[config.mk]
export PLATFORM = sky130hd
export DESIGN_NAME = qf_sff_pkr
export DESIGN_NICKNAME = d
export VERILOG_FILES = /design/src/rtl/qf_sff_pkr_pkg.sv /design/src/rtl/qf_sff_pkr.sv
export SDC_FILE = /design/constraint.sdc
export NUM_CORES = 1
export LEC_CHECK = 0
export ABC_AREA = 1
export CAP_MARGIN = 20
export CORE_MARGIN = 2
export CORE_UTILIZATION = 43
export CTS_BUF_LIST = sky130_fd_sc_hd__clkbuf_4
export DETAILED_ROUTE_END_ITERATION = 10
export PLACE_DENSITY = 0.83
export SLEW_MARGIN = 10
export SYNTH_ARGS = -nofsm -noshare
export SYNTH_HDL_FRONTEND = slang
export SYNTH_SLANG_ARGS = --single-unit
[constraint.sdc]
create_clock -name pkr_clk -period 1.5 [get_ports pkr_clk]
set_clock_uncertainty 0.2 [all_clocks]
set_input_delay 0.225 -clock pkr_clk [delete_from_list [all_inputs] [get_ports pkr_clk]]
set_output_delay 0.225 -clock pkr_clk [all_outputs]
set_load 0.02 [all_outputs]
[src/rtl/qf_sff_pkr_pkg.sv]
// Shared types and constants for the qf_sff write-side byte packer.
package qf_sff_pkr_pkg;

    typedef enum logic [0:0] {
        ST_FILL = 1'b0,
        ST_PUSH = 1'b1
    } pkr_state_t;

    localparam int BYTE_W     = 8;
    localparam int WORD_CNT_W = 16;

endpackage

[src/rtl/qf_sff_pkr.sv]
// Byte-to-word packer in front of qf_sff: little-endian assembly, FIFO push, zero-padded flush.
// Optional push counter output word_cnt when QF_SFF_PKR_WORD_CNT_EN is defined.
module qf_sff_pkr
    import qf_sff_pkr_pkg::*;
#(
    parameter int PAR_WORD_BYTES = 4
) (
    input  logic                             pkr_clk,
    input  logic                             pkr_rst,
    input  logic [BYTE_W-1:0]                byte_data,
    input  logic                             byte_valid,
    output logic                             byte_ready,
    input  logic                             flush_req,
    output logic                             flush_done,
    output logic                             busy,
    output logic                             fifo_wr_en,
    output logic [BYTE_W*PAR_WORD_BYTES-1:0] fifo_wr_data,
    input  logic                             fifo_full_flag
`ifdef QF_SFF_PKR_WORD_CNT_EN
    ,
    output logic [WORD_CNT_W-1:0]            word_cnt
`endif
);

    localparam int WORD_W = BYTE_W * PAR_WORD_BYTES;
    localparam int IDX_W  = $clog2(PAR_WORD_BYTES) + 1;
    localparam logic [IDX_W-1:0] IDX_FULL = IDX_W'(PAR_WORD_BYTES);

    pkr_state_t        state_q, state_d;
    logic [WORD_W-1:0] word_q, word_d;
    logic [IDX_W-1:0]  byte_idx_q, byte_idx_d;
    logic              flush_pend_q, flush_pend_d;
    logic              flush_done_q, flush_done_d;
    logic              accept;
    logic              push;

    assign accept = byte_valid && (state_q == ST_FILL);
    // fifo_full_flag is registered inside qf_sff, so gating the write on it is loop-free.
    assign push   = (state_q == ST_PUSH) && !fifo_full_flag;

    always_comb begin
        state_d      = state_q;
        word_d       = word_q;
        byte_idx_d   = byte_idx_q;
        flush_pend_d = flush_pend_q;
        flush_done_d = 1'b0;
        case (state_q)
            ST_FILL: begin
                if (accept) begin
                    for (int i = 0; i < PAR_WORD_BYTES; i++) begin
                        if (byte_idx_q == IDX_W'(i))
                            word_d[i*BYTE_W +: BYTE_W] = byte_data;
                    end
                    byte_idx_d = byte_idx_q + IDX_W'(1);
                end
                if (byte_idx_d == IDX_FULL)
                    state_d = ST_PUSH;
                // Same-cycle byte counts toward the flushed word; a full word still pushes once.
                if (flush_req) begin
                    if (byte_idx_d != '0) begin
                        state_d      = ST_PUSH;
                        flush_pend_d = 1'b1;
                    end else begin
                        flush_done_d = 1'b1;
                    end
                end
            end
            ST_PUSH: begin
                if (flush_req)
                    flush_pend_d = 1'b1;
                if (push) begin
                    state_d      = ST_FILL;
                    word_d       = '0;
                    byte_idx_d   = '0;
                    flush_pend_d = 1'b0;
                    flush_done_d = flush_pend_q || flush_req;
                end
            end
            default: state_d = ST_FILL;
        endcase
    end

    always_ff @(posedge pkr_clk) begin
        if (pkr_rst) begin
            state_q      <= ST_FILL;
            word_q       <= '0;
            byte_idx_q   <= '0;
            flush_pend_q <= 1'b0;
            flush_done_q <= 1'b0;
        end else begin
            state_q      <= state_d;
            word_q       <= word_d;
            byte_idx_q   <= byte_idx_d;
            flush_pend_q <= flush_pend_d;
            flush_done_q <= flush_done_d;
        end
    end

    assign byte_ready   = (state_q == ST_FILL);
    assign fifo_wr_en   = push;
    assign fifo_wr_data = word_q;
    assign flush_done   = flush_done_q;
    assign busy         = (byte_idx_q != '0) || (state_q == ST_PUSH) || flush_pend_q;

`ifdef QF_SFF_PKR_WORD_CNT_EN
    always_ff @(posedge pkr_clk) begin
        if (pkr_rst)
            word_cnt <= '0;
        else if (push)
            word_cnt <= word_cnt + WORD_CNT_W'(1);
    end
`endif

endmodule
==> results.md <==
- Clk Latency, worst-skew pair: 380 ps
- Num CTS Buffers: 5
- Via Count: 1,742
- Crit path largest cell delay: 350 ps
- Pwr dens: 1380 mW/mm^2
- Critical path required time: 1070 ps
- DP HPWL: 2.93 mm
- Initial antenna violation count: 0
- Clock sink count: 38
- Residual DRC count: 0
- CTS Hold Bufs: 0
- Placed Cells: 321
- CTS root buf: clkbuf_4
- IO Port Bufs: 48
- Post-Place Setup Slack: -414 ps
- CTS H-Tree Depth: 2
- Post-Syn Area: 0.00162 mm^2
- Top cells by area, synth: dfxtp_1, nand2_1, a21oi_1, inv_1, ha_1
- Top cell type's share of synthesized area: 46.9%
- Wire per inst: 14.9 um
- Routed Antenna Nets: 0
- Slew @ Worst Pin: 324 ps
- Final setup fails: 16
- Status: finished, violations left
- Multi-input logic area: 991 um^2
- Initial DRT Pass Iterations: 4
- CTS tree: built
- Worst hold-check path type: in -> reg
- Worst EP arrival: 1170 ps
- Slew Limit Fails: 0
- CTS clock-pin slew for the worst setup and hold paths: 120 ps
- Largest net degree at the start of global routing: 34
- DIE WIDTH: 65.4 um
- Mapped Cells: 211
- Endpoints failing hold: 0
- Fill cells: 275
- Crit path kind: reg -> out
- Violated checks: negative setup slack
- Max_slew headroom: 78.2%
- I/O pin cnt: 49
- Unrepaired setup endpoints after global routing: true
- Post-synthesis cell type count: 22
- Initial Utilization: 44.6%
- Max cap viols: 0
- Min cycle time layout: 1600 ps
- Post-DR vias/cell: 5.18
- DRT Wirelength: 5.00 mm
- Final setup TNS: -585 ps
- Sequential cell area: 768 um^2
- Syn_area_per_cell: 7.68 um^2
- CP max stage cell: dfxtp_2
- Fmax: 0.627 GHz
- Final Worst Setup Slack: -95.6 ps
- Std cell rows: 22
- Longest Clk Path Bufs: 2
- DIE AREA: 0.00428 mm^2
- # nets final: 305
- Total core area: 0.00363 mm^2
- Grt ovf: 0
- Post-synthesis register bit count: 38
- DRT iter0 DRCs: 125
- Fin crit share: 106%
- Gp weighted congestion: 0.924
- GRT Overall Usage: 24.3%
- Synth warn: 0
- Vias in the first global route: 1,630
- Critical path, cell by cell: inv_2, ha_4, nand4_1, buf_6
- Peak VDD IR: 0.756 mV
- Leak Pwr: 0.00112 uW
- Antenna diode count: 0
- Non-filler instance count after layout: 336
- Critical path capture point type: output port
- Largest area contributor in the netlist: dfxtp_1
- Post-synthesis net count: 229
- Die Y: 65.4 um
- Area added between synthesis and finish: 60.9%
- Critical Path Fanout Max: 2
- Share of cells above drive strength 1: 37.2%
- Startpoint types: flip-flop
- Global-route wire length before repair: 7.69 mm
- Register area share after synthesis: 46.9%
==> registers in the layout, summed over array words and instances, names as in the netlist <==
name          flops
flush_done        1
fifo_wr_data     32
state_q           1
flush_pend_q      1
byte_idx_q        3
==> area by class of cell <==
type	instances	share of cell area, %
timing repair buffer	73	24.5
clock inverter	3	0.624
clock buffer	5	1.44
multi-input combinational	147	38.0
tap	48	2.30
sequential	38	29.5
inverter	22	3.65
==> cells in the final DEF (no fill, tap or decap), types with 3 or more instances in the layout <==
cell type / Yosys / routed
clkdlybuf4s50_1: 0 / 11
inv_1: 17 / 14
a21oi_2: 2 / 9
clkbuf_4: 0 / 5
clkdlybuf4s15_1: 0 / 12
buf_4: 2 / 16
buf_6: 0 / 9
nand2_4: 3 / 10
inv_4: 0 / 3
nand3_1: 12 / 11
nor2_1: 12 / 11
nor2_4: 1 / 4
nand2_2: 1 / 6
nand2_8: 1 / 3
a21oi_1: 35 / 27
dfxtp_2: 0 / 3
clkbuf_2: 0 / 17
inv_2: 5 / 4
nand2_1: 62 / 49
ha_4: 0 / 5
dlygate4sd2_1: 0 / 4
dfxtp_1: 38 / 34
==> worst max-delay path: cells and delay by family (launching register included) <==
| kind | cells | cell delay [ps] |
|---|---|---|
| flip-flops | 1 | 350 |
| buffers and inverters | 2 | 220 |
| adder cells (fa/ha/maj) | 1 | 140 |
| AND/OR/NAND/NOR | 1 | 90 |
==> cells in the mapped netlist (all sizes together) <==
master and instances:
inv 22, a21oi 37, buf 2, nand2 67, nor3 2, nand3 12
o21ai 5, ha 5, nand4 1, dfxtp 38, a31oi 1, clkbuf 4
nor2 15
==> logic make-up (layout without fill, tap and decap cells) <==
kind of cell,count (synthesis),in the layout,synth area share (%)
flops,38,38,46.9
compound gates,43,44,15.2
simple gates,97,98,27.0
fa+ha+maj,5,5,3.86
buf+inv,28,103,6.95
==> per-layer routing <==
metal	GRT usage (%)	share of wire, %	up-vias
li1	-	-	838
met1	29.3	39	814
met2	38.3	51	66
met3	4.97	6.3	24
met4	17.4	3.6	0
met5	0	0	-
==> final timing paths <==
path	cells past startpoint	startpoint	end	slack, ps
min reg2reg	2	fifo_wr_data[6]	fifo_wr_data[6]	270
max reg2reg	8	byte_idx_q[1]	state_q	-70
max	4	byte_idx_q[1]	busy	-100
min	4	byte_valid	byte_idx_q[1]	180
==> per-stage QoR <==
stage               power [uW]  hold WS [ps]  utilization (%)  instance area (um^2)
finish                    3600           182             71.8                  2610
detailed placement        2720           255             63.5                  2310
CTS                       3330           269             68.6                  2490
global placement          2690           249             63.5                  2310
global route              3810           228             71.8                  2610
floorplan                 2070           150                -                  1620
==> what timing repair did <==
item,in CTS,in global routing
gates cloned,2,0
pin swaps,18,20
endpoints found under the setup margin,72,68
setup buffers,4,2
resized for setup,79,87
==> report_power, final <==
group	switching, uW	leakage [uW]	internal, uW
registers	110	0.000311	1170
logic	1050	0.000783	736
clock network	362	0.0000286	174
total	1520	0.00112	2080
No activity file was read; power rests on OpenSTA's default activity.
